<file path="config.mk">
export PLATFORM = sky130hd
export DESIGN_NAME = spi_pixel_loader
export DESIGN_NICKNAME = d
export VERILOG_FILES = /design/src/rtl/spi_pixel_loader.sv
export SDC_FILE = /design/constraint.sdc
export NUM_CORES = 1
export LEC_CHECK = 0
export CAP_MARGIN = 30
export CORE_MARGIN = 1
export CORE_UTILIZATION = 35
export CTS_CLUSTER_DIAMETER = 80
export CTS_CLUSTER_SIZE = 28
export DETAILED_ROUTE_END_ITERATION = 10
export GPL_TIMING_DRIVEN = 1
export SYNTH_ARGS = -nofsm -noshare
export SYNTH_HDL_FRONTEND = slang
export SYNTH_SLANG_ARGS = --single-unit
</file>
<file path="constraint.sdc">
create_clock -name mainClk -period 3.75 [get_ports mainClk]
set_input_delay 1.125 -clock mainClk [delete_from_list [all_inputs] [get_ports mainClk]]
set_output_delay 1.125 -clock mainClk [all_outputs]
set_load 0.02 [all_outputs]
</file>
<file path="src/rtl/spi_pixel_loader.sv">
// spi_pixel_loader: oversamples an SPI mode-0 byte stream in the mainClk domain
// and unpacks every byte into four 2-bit pixels, each issued as a one-cycle
// load with a sequential frame-buffer address and a fixed minimum spacing.
module spi_pixel_loader #(
  parameter int PIXELS       = 307200,
  parameter int LOAD_SPACING = 4
) (
  input  logic        mainClk,
  input  logic        reset,
  input  logic        spiSck,
  input  logic        spiSdi,
  input  logic        spiCsN,
  output logic [18:0] addressWrite,
  output logic [1:0]  writeData,
  output logic        load,
  output logic        frameDone,
  output logic        overrun
);

  localparam int GAP_W = $clog2(LOAD_SPACING);
  localparam logic [GAP_W-1:0] GAP_RELOAD = GAP_W'(LOAD_SPACING - 1);
  localparam logic [GAP_W-1:0] GAP_LAST   = GAP_W'(1);
  localparam logic [18:0] LAST_ADDR = 19'(PIXELS - 1);

  typedef enum logic [1:0] {
    IDLE = 2'd0,
    EMIT = 2'd1,
    GAP  = 2'd2
  } state_t;

  logic [2:0]       sckSync_q;
  logic [2:0]       csSync_q;
  logic [1:0]       sdiSync_q;

  logic [7:0]       shift_q, shift_d;
  logic [2:0]       bitCnt_q, bitCnt_d;
  logic [7:0]       hold_q, hold_d;
  logic             holdValid_q, holdValid_d;
  logic             overrun_q, overrun_d;
  logic [18:0]      addrCnt_q, addrCnt_d;

  state_t           state_q, state_d;
  logic [1:0]       pixIdx_q, pixIdx_d;
  logic [GAP_W-1:0] gapCnt_q, gapCnt_d;
  logic [7:0]       unpack_q, unpack_d;

  logic [18:0]      addressWrite_q;
  logic [1:0]       writeData_q;
  logic             load_q;
  logic             frameDone_q;

  logic             csFall, csRise, sckRise;
  logic [7:0]       newByte;
  logic             accept, emit;
  logic [2:0]       pixMsb;
  logic [1:0]       pixel;

  // Synchronisers plus one extra stage on sck and cs for edge detection; cs idles high
  always_ff @(posedge mainClk or posedge reset) begin
    if (reset) begin
      sckSync_q <= 3'b000;
      csSync_q  <= 3'b111;
      sdiSync_q <= 2'b00;
    end else begin
      sckSync_q <= {sckSync_q[1:0], spiSck};
      csSync_q  <= {csSync_q[1:0], spiCsN};
      sdiSync_q <= {sdiSync_q[0], spiSdi};
    end
  end

  assign csFall  = ~csSync_q[1] & csSync_q[2];
  assign csRise  = csSync_q[1] & ~csSync_q[2];
  assign sckRise = sckSync_q[1] & ~sckSync_q[2] & ~csSync_q[1];
  assign newByte = {shift_q[6:0], sdiSync_q[1]};
  assign pixMsb  = 3'd7 - {pixIdx_q, 1'b0};
  assign pixel   = unpack_q[pixMsb -: 2];

  // Unpack FSM: accept a held byte, then alternate EMIT and a gap of LOAD_SPACING-1 cycles
  always_comb begin
    state_d  = state_q;
    pixIdx_d = pixIdx_q;
    gapCnt_d = gapCnt_q;
    unpack_d = unpack_q;
    accept   = 1'b0;
    emit     = 1'b0;
    case (state_q)
      IDLE: begin
        if (holdValid_q) begin
          accept   = 1'b1;
          unpack_d = hold_q;
          pixIdx_d = 2'd0;
          state_d  = EMIT;
        end
      end
      EMIT: begin
        emit     = 1'b1;
        gapCnt_d = GAP_RELOAD;
        state_d  = GAP;
      end
      GAP: begin
        gapCnt_d = gapCnt_q - 1'b1;
        if (gapCnt_q == GAP_LAST) begin
          if (pixIdx_q != 2'd3) begin
            pixIdx_d = pixIdx_q + 1'b1;
            state_d  = EMIT;
          end else begin
            state_d = IDLE;
          end
        end
      end
      default: state_d = IDLE;
    endcase
  end

  // Shift/hold/overrun/address bookkeeping; cs edges take priority over sck activity
  always_comb begin
    shift_d     = shift_q;
    bitCnt_d    = bitCnt_q;
    hold_d      = hold_q;
    holdValid_d = holdValid_q;
    overrun_d   = overrun_q;
    addrCnt_d   = addrCnt_q;
    if (accept) begin
      holdValid_d = 1'b0;
    end
    if (csFall) begin
      bitCnt_d  = 3'd0;
      overrun_d = 1'b0;
    end else if (csRise) begin
      bitCnt_d = 3'd0;
    end else if (sckRise) begin
      shift_d  = newByte;
      bitCnt_d = bitCnt_q + 1'b1;
      if (bitCnt_q == 3'd7) begin
        if (holdValid_q && !accept) begin
          overrun_d = 1'b1;
        end else begin
          hold_d      = newByte;
          holdValid_d = 1'b1;
        end
      end
    end
    if (emit) begin
      addrCnt_d = (addrCnt_q == LAST_ADDR) ? 19'd0 : addrCnt_q + 19'd1;
    end
    if (csFall) begin
      addrCnt_d = 19'd0;
    end
  end

  // State register for the input path and the unpack FSM
  always_ff @(posedge mainClk or posedge reset) begin
    if (reset) begin
      shift_q     <= 8'd0;
      bitCnt_q    <= 3'd0;
      hold_q      <= 8'd0;
      holdValid_q <= 1'b0;
      overrun_q   <= 1'b0;
      addrCnt_q   <= 19'd0;
      state_q     <= IDLE;
      pixIdx_q    <= 2'd0;
      gapCnt_q    <= '0;
      unpack_q    <= 8'd0;
    end else begin
      shift_q     <= shift_d;
      bitCnt_q    <= bitCnt_d;
      hold_q      <= hold_d;
      holdValid_q <= holdValid_d;
      overrun_q   <= overrun_d;
      addrCnt_q   <= addrCnt_d;
      state_q     <= state_d;
      pixIdx_q    <= pixIdx_d;
      gapCnt_q    <= gapCnt_d;
      unpack_q    <= unpack_d;
    end
  end

  // Registered pixel outputs; address and data hold their last values between loads
  always_ff @(posedge mainClk or posedge reset) begin
    if (reset) begin
      addressWrite_q <= 19'd0;
      writeData_q    <= 2'd0;
      load_q         <= 1'b0;
      frameDone_q    <= 1'b0;
    end else begin
      load_q      <= emit;
      frameDone_q <= emit && (addrCnt_q == LAST_ADDR);
      if (emit) begin
        addressWrite_q <= addrCnt_q;
        writeData_q    <= pixel;
      end
    end
  end

  assign addressWrite = addressWrite_q;
  assign writeData    = writeData_q;
  assign load         = load_q;
  assign frameDone    = frameDone_q;
  assign overrun      = overrun_q;

endmodule

</file>
---- After elaboration in Yosys (flattened, before gate mapping) ----
Cells that the tools add are included.
word-level totals
  register bits after elaboration ......... 84
  bits in latches ......................... 0
  memory bits (writable) .................. 0
  memory bits (read-only) ................. 0
  output and inout port bits .............. 24
  logic and storage cells ................. 89
  memories kept ........................... 0
cells by class
  add/sub/neg operators ................... 5
  multipliers ............................. 0
  div/mod/pow operators ................... 0
  order comparisons ....................... 0
  eq/ne operators ......................... 10
  shifts and indexed selects .............. 1
  multiplexer cells ....................... 29
  bitwise operators ....................... 10
  reduce and logical (&&, ||, !) cells .... 17
operator list
  cell                                                              count
  19-bit two-way mux                                                3
  19-bit by 1-bit adder with 19-bit output (second input constant)  1
  19-bit == test (second input constant)                            1
  1-bit two-way mux                                                 15
  2-bit nonzero test                                                6
  2-bit two-way mux                                                 5
  2-bit != test (second input constant)                             5
  3-bit two-way mux                                                 3
  9-bit by 4-bit variable part select with 2-bit output             1
  2-bit case mux with 2 select lines                                2
  4-bit AND reduction                                               2
  1-bit inverter                                                    6
  2-bit case mux with 3 select lines                                1
  5-bit AND reduction                                               1
  1-bit bitwise AND                                                 4
  2-bit by 1-bit == test with 1-bit output (second input constant)  2
  2-bit AND reduction                                               2
  3-bit by 1-bit adder with 3-bit output (second input constant)    1
  3-bit == test (second input constant)                             1
  3-bit AND reduction                                               1
  3-bit nonzero test                                                1
  3-bit subtractor (first input constant)                           1
  2-bit by 1-bit adder with 2-bit output (second input constant)    1
  2-bit == test (second input constant)                             1
  4 further kinds                                                   5

---- Logic depth before layout (Yosys ltp) ----
  depth after elaboration ................. 9
  gate-level depth with buffers ........... 8

---- Worst setup path after synthesis ----
Ideal clock, no wire load.
  kind .................................... register to register
  from .................................... reg state_q[1]
  to ...................................... reg addrCnt_q[14]
  library setup time ...................... 0.078 ns
  data arrival time ....................... 1.685 ns
  required time ........................... 3.672 ns
  path slack .............................. 1.987 ns
  stages on the path, launching flop included .. 9
  buffers on the path ..................... 2
  period minus slack after synthesis ...... 1.763 ns
  path through ............................ dfrtp_1 -> inv_1 -> ha_1 -> clkbuf_2 -> and4_1 -> buf_2 -> nand4_1 -> or3_1 -> a21oi_1
between the ends
  cells in the longest elaborated chain, start to end .. 3
RTL lines
  element                                   line  RTL
  start: declaration                        42    state_t state_q, state_d;
  start signal: assignment                  171   state_q <= state_d;
  2-bit by 1-bit == test with 1-bit output  86    case (state_q)
  1-bit two-way mux                         86
  net emit                                  54    logic accept, emit;
  2-bit nonzero test (no line)              --
  end signal: assignment                    170   addrCnt_q <= addrCnt_d;
  end: declaration                          40    logic [18:0] addrCnt_q, addrCnt_d;
The timed path passes the listed nets, and every way through them passes these cells.
A chain may end at the register's enable or synchronous reset.

---- Worst setup path after layout ----
  from .................................... reg writeData_q[1] (netlist: writeData[1])
  to ...................................... out writeData[1]
RTL lines
  element                   line  RTL
  start: declaration        48    logic [1:0] writeData_q;
  start signal: assignment  190   writeData_q <= pixel;
  end: declaration          14    output logic [1:0] writeData,
No word-level cell between the ends.

==> out/results.env <==
LAYOUT.CORE_UTILIZATION_PCT=41.7
VIA_DENSITY=5.13
PLACEMENT_ROWS=37
CRITPATHARRIVALTIME_NS=1.32
SYNTHMOSTINSTANTIATEDCELL='dfrtp_1'
CP_CELL_SEQUENCE='clkdlybuf4s50_1'
SYNTH-SEQ-CELLS=84
PLACEABLECOREAREA_SQ_UM=10400
CLK_PIN_SLEW_WORST_PATHS_NS=0.08
POWER.DENSITY_nW_PER_UM2=498
NUMCTSBUFFERS=9
DIODES=0
HOLD_CLASS='flop to flop'
POST_SYNTHESIS_NET_COUNT=313
OUTCOME='finished, final reports clean'
WORST_SETUP_PATH_START_KIND='flop'
SYNTHDISTINCTLIBCELLS=57
CP.REQUIRED_NS=2.62
ROUTEDLENGTHMET1_MICRONS=3040
AVG_SYNTHESIZED_CELL_AREA_SQ_UM=12.8
CP_SLOWEST_CELL='clkdlybuf4s50_1'
SHARE_OF_FINAL_LAYOUT_STANDARD_CELLS_STRONGER_THAN_DRIVE_STRENGTH_1_PCT=24.7
TIMING.CRITICAL_PATH.MAX_DELAY_FAMILY='buffers and inverters'
HPWLAFTERDP_MICRONS=4670
TOTALNEGATIVESETUPSLACK_NS=0
MAX_CAP_VIOLATIONS=0
NUMBER_OF_ANTENNA_VIOLATIONS_AT_THE_FIRST_CHECK_IN_GLOBAL_ROUTING=0
ROUTED-VIA-COUNT=2381
TIMING.CRITICAL_PATH.TO_TYPE='output port'
PORT_BUFFERS=28
YOSYS_MOST_USED_DFF='dfrtp_1'
VDD_DROP_MAX_V=0.000240
CRIT_FANOUT=2
POST_CTS_SETUP_DRIVEN_BUFFER_INSERTION_COUNT=0
SYNTH.LARGEST_AREA_CELL='dfrtp_1'
FINALCRITPERIODSHARE_PCT=65.3
FIRSTDRTPASSITERS=4
R2R-START='csSync_q[2]$_DFF_PP1_'
ANTENNA_VIOLATING_NETS_POST_ROUTE=0
FIRST_GLOBAL_VIAS=2368
PERIOD_NEEDED_NS=2.45
GLOBAL_ROUTE.OVERFLOW_TOTAL=0
NETLIST.AREA_LEADER.SHARE_PCT=53.3
POST_SYNTH_INSTANCE_AREA_SQ_UM=3800
SYNTH-SEQ-AREA-SHARE_PCT=55.4
DIE-AREA_SQ_UM=11300
SKEW_NS=0.00595
TOTALWIRELENGTH_MICRONS=6750
REPORT.FINAL.SLEW_VIOL_COUNT=0
HOLD_START='sckSync_q[0]$_DFF_PP0_'
TRITONCTS='yes'
WIRE_PER_INST_MICRONS=14.5
GRT_PASS1_WL_MICRONS=11700
CLOCK-ROOT-BUFFER='clkbuf_8'
FIN_NETS=340
MAXCLOCKFREQUENCY_MHz=408
CLOCK_LATENCY_ON_THE_WORST_SKEW_PAIR_NS=0.35
HTREE_LEVELS=3
MAXIMUM_NUMBER_OF_PINS_ON_ONE_NET_BEFORE_GLOBAL_ROUTE_REPAIR=48
CTS-ROOT-TO-SINK-BUFFERS=2
FINAL_COUNT_OF_NEGATIVE_SETUP_SLACK_ENDPOINTS=0
POST-ROUTE-DRC-COUNT=0
HOLD_VIOL_FINAL=0
YOSYS-TOP-CELLS-AREA='dfrtp_1 53%, mux2_2 14%, ha_1 4.0%'
SYNTHARSTFLOPSHARE_PCT=100
CTS_RESIZED=0
AMOUNT_OF_WIRE_ON_MET3_AFTER_DETAILED_ROUTING_MICRONS=201
FLOORPLAN.DIE.HEIGHT_MICRONS=106
POWER.STATIC_LEAKAGE_uW=0.00197
CRITICAL_PATH.STARTPOINT='writeData[1]$_DFFE_PP0P_'
RELSLEWSLACK_PCT=33.6
WORSTSETUPPATHTYPE='flop to output port'
SYNTH.YOSYS.WARNINGS=0
TOP_LAYER='met4'
SYNTH.CELLS.MOST_FREQUENT='81 x dfrtp_1, 46 x mux2_2, 14 x inv_1'
NUMBER_OF_ENABLE_TYPE_REGISTER_CELLS_IN_THE_SYNTHESIZED_NETLIST=0
CTSHOLDBUFFERS=0
WORST-PATH-BUF-INV=1
CLOCK-SINKS=84
DIE_WIDTH_MICRONS=106
DR_WL_MET2_MICRONS=3430
GATE_COUNT_POST_SYNTH=296
GRT_USE_TOTAL_PCT=13.3
DRT-INITIAL-DRC-COUNT=89
WORSTMARGINPINSLEW_NS=0.996
IOS=29
GP_CONGESTION=0.737
EFFECTIVE_UTILIZATION_AT_FLOORPLAN_PCT=36.5
CRITPATHMAXSTAGEDELAY_NS=0.62
RSZ0062_AT_GRT='no'
AREA_DELTA_SYNTH_FINAL_PCT=14.4
[sequential cells by signal, indices dropped and copies added (netlist names)]
register      cells
csSync_q          3
sckSync_q         3
overrun           1
hold_q            8
pixIdx_q          2
state_q           2
addressWrite     19
load              1
frameDone         1
addrCnt_q        19
writeData         2
holdValid_q       1
unpack_q          8
sdiSync_q         2
shift_q           7
gapCnt_q          2
bitCnt_q          3
[area by class of cell]
| cell class | count | area, sq um |
|---|---|---|
| fillers | 993 | 6070 |
| flip-flops and latches | 84 | 2110 |
| multi-input cells | 184 | 1540 |
| repair buffers | 30 | 308 |
| well taps | 136 | 170 |
| clock buffers | 12 | 145 |
| inverters | 14 | 53.8 |
| clock inverters | 4 | 25.0 |
[worst paths after layout]
kind,to,slack [ns],depth (start not counted)
setup / recovery,writeData[1],1.30,1
hold / removal,sckSync_q[1]$_DFF_PP0_,0.35,0
setup reg to reg,hold_q[0]$_DFFE_PP0P_,1.33,4
hold reg to reg,sckSync_q[1]$_DFF_PP0_,0.35,0
max in group asynchronous,csSync_q[2]$_DFF_PP1_,1.88,3
min in group asynchronous,sdiSync_q[0]$_DFF_PP0_,1.16,2
[metrics by stage]
stage / worst slack, ns / instances / total power (uW) / area (sq um) / hold WS [ns]
after floorplan: 0.465 / 296 / 1490 / 3800 / 0.331
after global placement: 1.40 / 448 / 1610 / 4180 / 0.336
after detailed placement: 1.31 / 448 / 1630 / 4180 / 0.336
after CTS: 1.27 / 464 / 2210 / 4350 / 0.361
after global routing: 1.10 / 464 / 2300 / 4350 / 0.362
final: 1.30 / 464 / 2160 / 4350 / 0.354
[power by group]
| part | internal, uW | switching [uW] | total, uW |
|---|---|---|---|
| combinational | 246 | 258 | 504 |
| sequential | 1010 | 88.5 | 1090 |
| clock | 257 | 308 | 565 |
[metal layers]
metal | vias to the layer above | global-route usage (%)
met1 | 1206 | 16.3
li1 | 1135 | -
met5 | - | 0
met2 | 33 | 22.4
met3 | 7 | 3.43
met4 | 0 | 5.36
[cell usage in the layout (no fill, tap or decap), drive strengths merged, types with 3 or more instances in the layout]
master and n:
nand2 13, nand4 7, dfstp 3, clkdlybuf4s50 28, clkbuf 12, and4 6, o311ai 4, nor2 9
nor3 4, nand2b 5, mux2 46, and3 6, nor3b 3, nand3 7, a21oi 6, ha 12
dfrtp 81, inv 13, clkinv 3, and2 3, o41ai 3, xor2 5, a31oi 4, o31ai 5
o21ai 4
[cell families after synthesis]
logic type	Yosys count	synth area share (%)
flip-flops	84	55.4
AND/OR/NAND/NOR	77	12.4
multiplexers	49	15.1
AO/OA/AOI/OAI	40	7.74
buffers and inverters	28	4.05
adder cells (fa/ha/maj)	12	3.95
XOR/XNOR	6	1.38
No activity file was read; power rests on OpenSTA's default activity.
